===== config.mk =====
export PLATFORM = sky130hd
export DESIGN_NAME = data_mem_mask_reader_flat
export DESIGN_NICKNAME = d
export VERILOG_FILES = /design/src/rtl/data_mem_pkg.sv /design/src/rtl/data_mem_mask_reader_if.sv /design/src/rtl/data_mem_mask_reader_fifo.sv /design/src/rtl/data_mem_mask_reader.sv /design/src/flat_wrapper.sv
export SDC_FILE = /design/constraint.sdc
export NUM_CORES = 1
export LEC_CHECK = 0
export ABC_AREA = 1
export BUFFER_PORTS_ARGS = -buffer_cell sky130_fd_sc_hd__buf_2
export CORE_ASPECT_RATIO = 2
export CORE_MARGIN = 2
export CORE_UTILIZATION = 53
export CTS_CLUSTER_SIZE = 14
export DETAILED_ROUTE_END_ITERATION = 7
export GPL_ROUTABILITY_DRIVEN = 0
export PLACE_DENSITY_LB_ADDON = 0.15
export SLEW_MARGIN = 15
export SYNTH_ARGS = -nofsm -noshare
export SYNTH_HDL_FRONTEND = slang
export SYNTH_HIERARCHICAL = 1
export SYNTH_SLANG_ARGS = --single-unit

===== constraint.sdc =====
create_clock -name clk -period 1.8 [get_ports clk]
set_clock_uncertainty 0.15 [all_clocks]
set_input_delay 0.09 -clock clk [delete_from_list [all_inputs] [get_ports clk]]
set_output_delay 0.09 -clock clk [all_outputs]
set_load 0.01 [all_outputs]

===== src/rtl/data_mem_pkg.sv =====
// -----------------------------------------------------------------------------
// data_mem_pkg
// Shared definitions for the mask/data RAM read master:
//   ADDR_W_DEF / DATA_W_DEF  default RAM geometry (8-bit x 1024)
//   mask_rd_state_e          transfer FSM states
// -----------------------------------------------------------------------------
package data_mem_pkg;

  localparam int ADDR_W_DEF = 10;
  localparam int DATA_W_DEF = 8;

  typedef enum logic [1:0] {
    IDLE  = 2'd0,
    ISSUE = 2'd1,
    DRAIN = 2'd2,
    DONE  = 2'd3
  } mask_rd_state_e;

endpackage : data_mem_pkg


===== src/rtl/data_mem_mask_reader_if.sv =====
// -----------------------------------------------------------------------------
// data_mem_mask_reader_if
// Bus bundle for the mask reader: the Avalon-MM read port towards the RAM s1
// slave and the Avalon-ST byte stream towards the pixel/sprite pipeline.
//   master modport : the reader (drives avm_* requests and src_* stream)
//   slave  modport : the environment (RAM read data and stream ready)
// -----------------------------------------------------------------------------
interface data_mem_mask_reader_if
  import data_mem_pkg::*;
#(
  parameter int ADDR_W = ADDR_W_DEF,
  parameter int DATA_W = DATA_W_DEF
);

  // Avalon-MM read side
  logic [ADDR_W-1:0] avm_address;
  logic              avm_chipselect;
  logic              avm_clken;
  logic              avm_write;
  logic [DATA_W-1:0] avm_readdata;

  // Avalon-ST source side
  logic [DATA_W-1:0] src_data;
  logic              src_valid;
  logic              src_ready;
  logic              src_sop;
  logic              src_eop;

  modport master (
    output avm_address, avm_chipselect, avm_clken, avm_write,
    input  avm_readdata,
    output src_data, src_valid, src_sop, src_eop,
    input  src_ready
  );

  modport slave (
    input  avm_address, avm_chipselect, avm_clken, avm_write,
    output avm_readdata,
    input  src_data, src_valid, src_sop, src_eop,
    output src_ready
  );

endinterface : data_mem_mask_reader_if


===== src/rtl/data_mem_mask_reader_fifo.sv =====
// -----------------------------------------------------------------------------
// mask_reader_fifo
// Small synchronous FIFO holding {data, sop, eop} beats for the output stream.
// Simultaneous read and write are both honoured. The head entry is presented
// combinationally from the storage registers.
//   clk, reset   clock, asynchronous active-high reset
//   wr_en_i      push wr_data_i (must not be asserted when full)
//   wr_data_i    entry to push
//   rd_en_i      pop the head entry (ignored when empty)
//   rd_data_o    head entry
//   valid_o      FIFO not empty
//   count_o      number of stored entries, 0..DEPTH
// -----------------------------------------------------------------------------
module mask_reader_fifo #(
  parameter int WIDTH = 10,
  parameter int DEPTH = 4
) (
  input  logic                       clk,
  input  logic                       reset,
  input  logic                       wr_en_i,
  input  logic [WIDTH-1:0]           wr_data_i,
  input  logic                       rd_en_i,
  output logic [WIDTH-1:0]           rd_data_o,
  output logic                       valid_o,
  output logic [$clog2(DEPTH+1)-1:0] count_o
);

  localparam int PTR_W = $clog2(DEPTH);
  localparam int CNT_W = $clog2(DEPTH + 1);

  logic [WIDTH-1:0] mem_q [DEPTH];
  logic [PTR_W-1:0] wr_ptr_q, wr_ptr_d;
  logic [PTR_W-1:0] rd_ptr_q, rd_ptr_d;
  logic [CNT_W-1:0] count_q,  count_d;
  logic             do_rd;

  assign do_rd = rd_en_i && (count_q != '0);

  always_comb begin
    wr_ptr_d = wr_ptr_q;
    rd_ptr_d = rd_ptr_q;
    count_d  = count_q;
    // Pointers wrap naturally because DEPTH is a power of two.
    if (wr_en_i) wr_ptr_d = wr_ptr_q + 1'b1;
    if (do_rd)   rd_ptr_d = rd_ptr_q + 1'b1;
    case ({wr_en_i, do_rd})
      2'b10:   count_d = count_q + 1'b1;
      2'b01:   count_d = count_q - 1'b1;
      default: count_d = count_q;
    endcase
  end

  // NOTE: state registers use non-blocking assignments so every flop samples
  // the pre-edge value of every other flop.
  always_ff @(posedge clk or posedge reset) begin
    if (reset) begin
      wr_ptr_q <= '0;
      rd_ptr_q <= '0;
      count_q  <= '0;
    end else begin
      wr_ptr_q <= wr_ptr_d;
      rd_ptr_q <= rd_ptr_d;
      count_q  <= count_d;
    end
  end

  // NOTE: the storage array has no reset; emptiness is tracked by count_q and
  // the head is masked downstream while the FIFO is empty.
  always_ff @(posedge clk) begin
    if (wr_en_i) mem_q[wr_ptr_q] <= wr_data_i;
  end

  // The upstream credit scheme must never push into a full FIFO.
  always_ff @(posedge clk) begin
    if (!reset) begin
      assert (!(wr_en_i && !do_rd && (count_q == CNT_W'(DEPTH))));
    end
  end

  assign rd_data_o = mem_q[rd_ptr_q];
  assign valid_o   = (count_q != '0);
  assign count_o   = count_q;

endmodule : mask_reader_fifo


===== src/rtl/data_mem_mask_reader.sv =====
// -----------------------------------------------------------------------------
// data_mem_mask_reader
// Avalon-MM read master for the 8-bit x 1024 mask/data RAMs. On start it reads
// length consecutive bytes from base_addr (wrapping at the top of the RAM) and
// streams them out in order as Avalon-ST beats with sop/eop framing.
//   clk, reset   clock, asynchronous active-high reset
//   start        1-cycle request, only accepted in IDLE
//   base_addr    first word address (captured on start)
//   length       byte count 0..2**ADDR_W (captured on start)
//   busy         transfer in progress (ISSUE or DRAIN)
//   done         1-cycle completion pulse
//   bus          master side of the RAM read port and output stream
// The RAM cannot stall, so reads are only issued while the FIFO has room for
// every byte already in flight (credit = fifo_count + inflight).
// -----------------------------------------------------------------------------
module data_mem_mask_reader
  import data_mem_pkg::*;
#(
  parameter int ADDR_W       = ADDR_W_DEF,
  parameter int DATA_W       = DATA_W_DEF,
  parameter int READ_LATENCY = 1,
  parameter int FIFO_DEPTH   = 4
) (
  input  logic                 clk,
  input  logic                 reset,
  input  logic                 start,
  input  logic [ADDR_W-1:0]    base_addr,
  input  logic [ADDR_W:0]      length,
  output logic                 busy,
  output logic                 done,
  data_mem_mask_reader_if.master bus
);

  localparam int CNT_W = $clog2(FIFO_DEPTH + 1);

  mask_rd_state_e        state_q,     state_d;
  logic [ADDR_W-1:0]     cur_addr_q,  cur_addr_d;
  logic [ADDR_W:0]       remaining_q, remaining_d;
  logic [ADDR_W:0]       len_q,       len_d;
  logic [ADDR_W:0]       wr_idx_q,    wr_idx_d;
  logic [READ_LATENCY-1:0] pipe_q,    pipe_d;
  logic [READ_LATENCY:0]   pipe_ext;

  logic [CNT_W-1:0]  fifo_count;
  logic              fifo_valid;
  logic [DATA_W+1:0] fifo_head;
  logic [DATA_W+1:0] fifo_wdata;
  logic              fifo_wr;
  logic              pop;
  logic [CNT_W:0]    inflight;
  logic              credit_ok;
  logic              issue;
  logic              last_pop;

  // Reads currently travelling through the RAM pipeline.
  always_comb begin
    inflight = '0;
    for (int i = 0; i < READ_LATENCY; i++) begin
      inflight = inflight + {{CNT_W{1'b0}}, pipe_q[i]};
    end
  end

  assign credit_ok = ({1'b0, fifo_count} + inflight) < (CNT_W + 1)'(FIFO_DEPTH);
  assign issue     = (state_q == ISSUE) && (remaining_q != '0) && credit_ok;

  // A valid bit leaving the pipe means avm_readdata belongs to us this cycle.
  // Framing tags are attached here from the write-side beat index.
  assign fifo_wr    = pipe_q[READ_LATENCY-1];
  assign fifo_wdata = {bus.avm_readdata,
                       (wr_idx_q == '0),
                       (wr_idx_q == len_q - 1'b1)};

  assign pop      = fifo_valid && bus.src_ready;
  // The eop beat is the last entry, so once it leaves nothing else remains.
  assign last_pop = pop && fifo_head[0] && (fifo_count == CNT_W'(1)) && (pipe_q == '0);

  always_comb begin
    state_d     = state_q;
    cur_addr_d  = cur_addr_q;
    remaining_d = remaining_q;
    len_d       = len_q;
    wr_idx_d    = wr_idx_q;
    pipe_ext    = {pipe_q, issue};
    pipe_d      = pipe_ext[READ_LATENCY-1:0];

    if (issue) begin
      cur_addr_d  = cur_addr_q + 1'b1;
      remaining_d = remaining_q - 1'b1;
    end
    if (fifo_wr) wr_idx_d = wr_idx_q + 1'b1;

    case (state_q)
      IDLE: begin
        if (start) begin
          cur_addr_d  = base_addr;
          remaining_d = length;
          len_d       = length;
          wr_idx_d    = '0;
          state_d     = (length == '0) ? DONE : ISSUE;
        end
      end
      ISSUE: begin
        if (issue && (remaining_q == (ADDR_W + 1)'(1))) state_d = DRAIN;
      end
      DRAIN: begin
        if (last_pop) state_d = DONE;
      end
      DONE: begin
        state_d = IDLE;
      end
      default: state_d = IDLE;
    endcase
  end

  always_ff @(posedge clk or posedge reset) begin
    if (reset) begin
      state_q     <= IDLE;
      cur_addr_q  <= '0;
      remaining_q <= '0;
      len_q       <= '0;
      wr_idx_q    <= '0;
      pipe_q      <= '0;
    end else begin
      state_q     <= state_d;
      cur_addr_q  <= cur_addr_d;
      remaining_q <= remaining_d;
      len_q       <= len_d;
      wr_idx_q    <= wr_idx_d;
      pipe_q      <= pipe_d;
    end
  end

  mask_reader_fifo #(
    .WIDTH (DATA_W + 2),
    .DEPTH (FIFO_DEPTH)
  ) u_fifo (
    .clk       (clk),
    .reset     (reset),
    .wr_en_i   (fifo_wr),
    .wr_data_i (fifo_wdata),
    .rd_en_i   (pop),
    .rd_data_o (fifo_head),
    .valid_o   (fifo_valid),
    .count_o   (fifo_count)
  );

  assign busy = (state_q == ISSUE) || (state_q == DRAIN);
  assign done = (state_q == DONE);

  assign bus.avm_address    = issue ? cur_addr_q : '0;
  assign bus.avm_chipselect = issue;
  assign bus.avm_clken      = ~reset;
  assign bus.avm_write      = 1'b0;

  // Head is masked while empty so the stream idles at zero.
  assign bus.src_valid = fifo_valid;
  assign bus.src_data  = fifo_valid ? fifo_head[DATA_W+1:2] : '0;
  assign bus.src_sop   = fifo_valid & fifo_head[1];
  assign bus.src_eop   = fifo_valid & fifo_head[0];

endmodule : data_mem_mask_reader


===== src/flat_wrapper.sv =====
// flat-port wrapper written by rule: the top's interface ports become plain ports
module data_mem_mask_reader_flat import data_mem_pkg::*;
#(
  parameter int ADDR_W       = ADDR_W_DEF,
  parameter int DATA_W       = DATA_W_DEF,
  parameter int READ_LATENCY = 1,
  parameter int FIFO_DEPTH   = 4
)
  (clk, reset, start, base_addr, length, busy, done, bus_avm_address, bus_avm_chipselect, bus_avm_clken, bus_avm_write, bus_avm_readdata, bus_src_data, bus_src_valid, bus_src_sop, bus_src_eop, bus_src_ready);
  data_mem_mask_reader_if #(.ADDR_W(ADDR_W), .DATA_W(DATA_W)) bus_i ();
  input  logic clk;
  input  logic reset;
  input  logic start;
  input  logic [ADDR_W-1:0] base_addr;
  input  logic [ADDR_W:0] length;
  output logic busy;
  output logic done;
  output wire logic [$bits(bus_i.avm_address)-1:0] bus_avm_address;
  output wire logic [$bits(bus_i.avm_chipselect)-1:0] bus_avm_chipselect;
  output wire logic [$bits(bus_i.avm_clken)-1:0] bus_avm_clken;
  output wire logic [$bits(bus_i.avm_write)-1:0] bus_avm_write;
  input wire logic [$bits(bus_i.avm_readdata)-1:0] bus_avm_readdata;
  output wire logic [$bits(bus_i.src_data)-1:0] bus_src_data;
  output wire logic [$bits(bus_i.src_valid)-1:0] bus_src_valid;
  output wire logic [$bits(bus_i.src_sop)-1:0] bus_src_sop;
  output wire logic [$bits(bus_i.src_eop)-1:0] bus_src_eop;
  input wire logic [$bits(bus_i.src_ready)-1:0] bus_src_ready;
  assign bus_avm_address = bus_i.avm_address;
  assign bus_avm_chipselect = bus_i.avm_chipselect;
  assign bus_avm_clken = bus_i.avm_clken;
  assign bus_avm_write = bus_i.avm_write;
  assign bus_i.avm_readdata = bus_avm_readdata;
  assign bus_src_data = bus_i.src_data;
  assign bus_src_valid = bus_i.src_valid;
  assign bus_src_sop = bus_i.src_sop;
  assign bus_src_eop = bus_i.src_eop;
  assign bus_i.src_ready = bus_src_ready;
  data_mem_mask_reader #(.ADDR_W(ADDR_W), .DATA_W(DATA_W), .READ_LATENCY(READ_LATENCY), .FIFO_DEPTH(FIFO_DEPTH)) u_core (.clk(clk), .reset(reset), .start(start), .base_addr(base_addr), .length(length), .busy(busy), .done(done), .bus(bus_i));
endmodule

==> results list <==
- Power density normalized to cell area: 1730 mW/mm^2
- Setup repair after global routing missed its margin: yes
* Xor/xnor cell area share of the yosys netlist: 0.0230
- CTS sink cnt: 93
* Effective utilization at floorplan: 0.546
- The routed design could run at a clock period as short as 1.95 ns.
- Setup violations remaining at the end of the flow were counted as 17.
- Static timing analysis puts the maximum clock frequency at 513 MHz.
* Filler cell count: 732
- At the worst endpoint, the required time is 1.56 ns.
- Mean instance size in the synthesized netlist: 8.08 um^2
- Fraction of power consumed by combinational cells: 0.578
* CTS Buf Count: 9
* Initial DRC Count: 157
- Total global routing overflow: 0
- In the synthesized netlist, the number of instances is 660.
* Worst setup slack before clock tree synthesis: -0.0433 ns
- CTS HTree Levels: 3
* Length in cells of the worst reg-to-reg path: 13
- Violations in the final reports: negative setup slack
- Transition time at the pin with the least slew margin: 0.573 ns
- Combined flip-flop and latch cell area: 0.00253 mm^2
- Number of global-route vias before repair: 4,820
- Master cell of the clock root buffer: sky130_fd_sc_hd__clkbuf_16
- Clk Latency, worst-skew pair: 0.34 ns
* Final hold violations: 0
- The worst setup path is captured at an output pin.
- Synth Warn #: 6
* Count of max-cap constraint violations: 0
- After the last flow step, the layout net total stands at 858.
* Net switching power of the design: 5.41 mW
- Fraction of power spent switching nets: 0.434
- Floorplan core area: 0.00976 mm^2
- Area of the die: 0.0109 mm^2
- Count of pins over their slew limit: 0
- Ranking of synthesized cells by instance count: sky130_fd_sc_hd__nand2_1, sky130_fd_sc_hd__inv_1, sky130_fd_sc_hd__nor2_1
* Row cnt: 51
- Number of cells on the worst hold path: 5
- Main combinational cell family by area after synthesis: simple AND/OR/NAND/NOR gates
* Synth top area cells: sky130_fd_sc_hd__dfrtp_1, sky130_fd_sc_hd__edfxtp_1, sky130_fd_sc_hd__nand2_1, sky130_fd_sc_hd__inv_1, sky130_fd_sc_hd__nand3_1
- During placement, the flow inserted port buffers numbering 57.
- Of the total synthesized cell area, the portion taken by full adders, half adders and majority gates is 0.0437.
- Internal Pwr Total: 7.05 mW
* Synth-to-Final Area Change: 35.4%
- Max_slew headroom: 0.614
- In this run the worst path has a maximum fanout of 9.
- The number of nets in the synthesized netlist is 711.
* Critical path start-end classification: register to output pin
* Post-detail-place hpwl: 9.38 mm
- The min-delay analysis places its worst path in the category primary input to register.
- Worst Path Arrival: 1.71 ns
- Among all flip-flop cells after synthesis, the most frequent one is sky130_fd_sc_hd__dfrtp_1.
- During I/O placement, the number of pins put on the boundary was 59.
* Pin count of the biggest net entering global routing: 40
- The largest total area in the synthesized netlist belongs to sky130_fd_sc_hd__dfrtp_1.
- Yosys instantiated no cell more often than sky130_fd_sc_hd__nand2_1.
- Sort of element at the start of the critical path: register
* Final antenna-violating net count: 0
* Sequential area share after synthesis: 0.474
- Post-synthesis cell type count: 38
- The routed layout has 4,915 vias.
* Share of total power in sequential cells: 0.284
- Antenna Cells: 0
- Top cell type's share of synthesized area: 0.249
* Antenna violations before repair: 0
- After detailed routing, the number of remaining DRC violations is 0.
* Max VDD drop: 1.03 mV
- Total Power: 12.5 mW
* Fraction of registers with async set/reset: 0.570
- Overall routed net length: 14.9 mm
* Gr usage total: 0.261
- TritonCTS built the clock tree.
- Die Span X: 74.9 um
* Routed length per placed instance: 15.8 um
- Detailed-router iteration count before antenna repair: 5
- Die Span Y: 146 um
* Number of enable-type register cells in the synthesized netlist: 40
- The complex-gate fraction of the synthesized area is 0.0763.
* Leakage power of the design: 3.55 nW
* Mux share of post-synthesis cell area: 0
- Total area of multi-input combinational cells: 0.00244 mm^2
- Number of flip-flops and latches in the synthesized netlist: 93
- Cell area after technology mapping: 0.00533 mm^2
- Result of the run: finished with violations
- Using the TritonRoute via totals, the vias-per-cell ratio works out to 5.21.
- The first global-routing pass estimated 21.6 mm of wire.
* Worst path setup slack after routing: -0.150 ns
* Share of synthesized cell area in and, or, nand and nor gates: 0.274
* Reg clk slew, reported paths: 0.07 ns
* Layout cells sized above 1: 0.284
- Clock buffer depth: 2
* Fraction of power consumed by the clock network: 0.138
* Final Cycle Share: 1.08
layer usage:
layer	global-route usage	wire length, um
met1	0.232	4790
met2	0.504	8760
met3	0.0443	588
met4	0.152	771
met5	0	0
cell type report:
cell class | count | share of cell area
clock buffers | 11 | 0.0323
clock inverters | 5 | 0.00503
inverters | 113 | 0.0623
multi-input cells | 434 | 0.338
flip-flops and latches | 93 | 0.351
well taps | 132 | 0.0229
repair buffers | 154 | 0.187
repair inverters | 2 | 0.00191
kinds of logic after synthesis:
| group | after synthesis |
|---|---|
| buffers and inverters | 133 |
| adders and majority gates | 18 |
| xor gates and xnor gates | 14 |
| DFF | 93 |
| and+or+nand+nor | 332 |
| other | 1 |
| AOI/OAI and AO/OA | 69 |
metrics by stage:
stage	cells	setup TNS (ns)	instance area, um^2	util	hold slack (ns)
3_3_place_gp	859	0	5930	0.607	-0.124
5_1_grt	944	-4.09	7210	0.739	0.0413
6_report	944	-1.67	7210	0.739	0.0291
2_1_floorplan	660	-0.0766	5360	-	-0.257
4_1_cts	923	-1.26	6780	0.695	0.000292
3_5_place_dp	859	-0.191	5930	0.607	-0.120
flip-flops by register name, indices dropped and copies added, names as in the netlist:
signal / count
u_core/u_fifo/wr_ptr_q: 2
u_core/len_q: 11
u_core/fifo_wr: 1
u_core/u_fifo/count_o: 3
u_core/remaining_q: 11
u_core/state_q: 2
u_core/cur_addr_q: 10
u_core/u_fifo/mem_q: 40
u_core/u_fifo/rd_ptr_q: 2
u_core/wr_idx_q: 11
critical path, cell delays in order, from the launching register on:
cell,delay [ns]
sky130_fd_sc_hd__dfrtp_1,0.40
sky130_fd_sc_hd__inv_2,0.09
sky130_fd_sc_hd__ha_4,0.16
sky130_fd_sc_hd__inv_4,0.05
sky130_fd_sc_hd__nor2_8,0.11
sky130_fd_sc_hd__nand3_4,0.10
sky130_fd_sc_hd__nand2_8,0.14
sky130_fd_sc_hd__buf_12,0.14
sky130_fd_sc_hd__nor2_1,0.05
sky130_fd_sc_hd__buf_2,0.13
cell usage in the layout (no fill, tap or decap), types with 4 or more instances in the layout:
cell                            count
sky130_fd_sc_hd__dlygate4sd3_1     30
sky130_fd_sc_hd__inv_1             84
sky130_fd_sc_hd__dfrtp_2            5
sky130_fd_sc_hd__clkbuf_16         13
sky130_fd_sc_hd__edfxtp_1          40
sky130_fd_sc_hd__buf_4             44
sky130_fd_sc_hd__dfrtp_1           48
sky130_fd_sc_hd__nor3_1             5
sky130_fd_sc_hd__nor2_1            47
sky130_fd_sc_hd__nand4_1           10
sky130_fd_sc_hd__nand3_2            6
sky130_fd_sc_hd__buf_2             51
sky130_fd_sc_hd__nand2_1          183
sky130_fd_sc_hd__o21ai_0           19
sky130_fd_sc_hd__inv_2             24
sky130_fd_sc_hd__o21ai_2            4
sky130_fd_sc_hd__nand2_2           15
sky130_fd_sc_hd__o21ai_1           11
sky130_fd_sc_hd__buf_12             5
sky130_fd_sc_hd__nor2_4             7
sky130_fd_sc_hd__ha_4               5
sky130_fd_sc_hd__nor2_2             6
sky130_fd_sc_hd__buf_6             17
sky130_fd_sc_hd__ha_1              11
sky130_fd_sc_hd__xor2_1            11
sky130_fd_sc_hd__nand2_4            4
sky130_fd_sc_hd__o211ai_1          19
sky130_fd_sc_hd__a21oi_1           13
sky130_fd_sc_hd__nor4_1             4
sky130_fd_sc_hd__nand3_1           38
repair_timing:
item	4_1_cts	5_1_grt
cloned	3	6
hold buffers	30	0
pin swaps	7	33
setup buffers	15	15
resized for setup	29	66
endpoints found under the hold margin	116	0
endpoints found under the setup margin	26	53
power by group through the flow:
stage	combinational, mW	sequential, mW	clock [mW]
final	7.21	3.54	1.72
after global routing	7.92	3.61	1.82
after CTS	6.11	3.45	1.75
after detailed placement	5.30	3.48	0
after global placement	5.14	3.44	0
after floorplan	3.87	3.35	0
path summary, 6_finish.rpt:
kind,start,to,slack (ns)
min in group asynchronous,reset,u_core/remaining_q[4]$_DFF_PP0_,0.08
min reg2reg,u_core/len_q[9]$_DFFE_PP0P_,u_core/len_q[9]$_DFFE_PP0P_,0.37
max,u_core/remaining_q[1]$_DFF_PP0_,bus_avm_address[7],-0.15
min,length[4],u_core/remaining_q[4]$_DFF_PP0_,0.03
max reg2reg,u_core/u_fifo/count_o[1]$_DFFE_PP0P_,u_core/u_fifo/count_o[2]$_DFFE_PP0P_,-0.04
max in group asynchronous,reset,u_core/cur_addr_q[0]$_DFF_PP0_,0.92
Power figures use the tool's default switching activity.
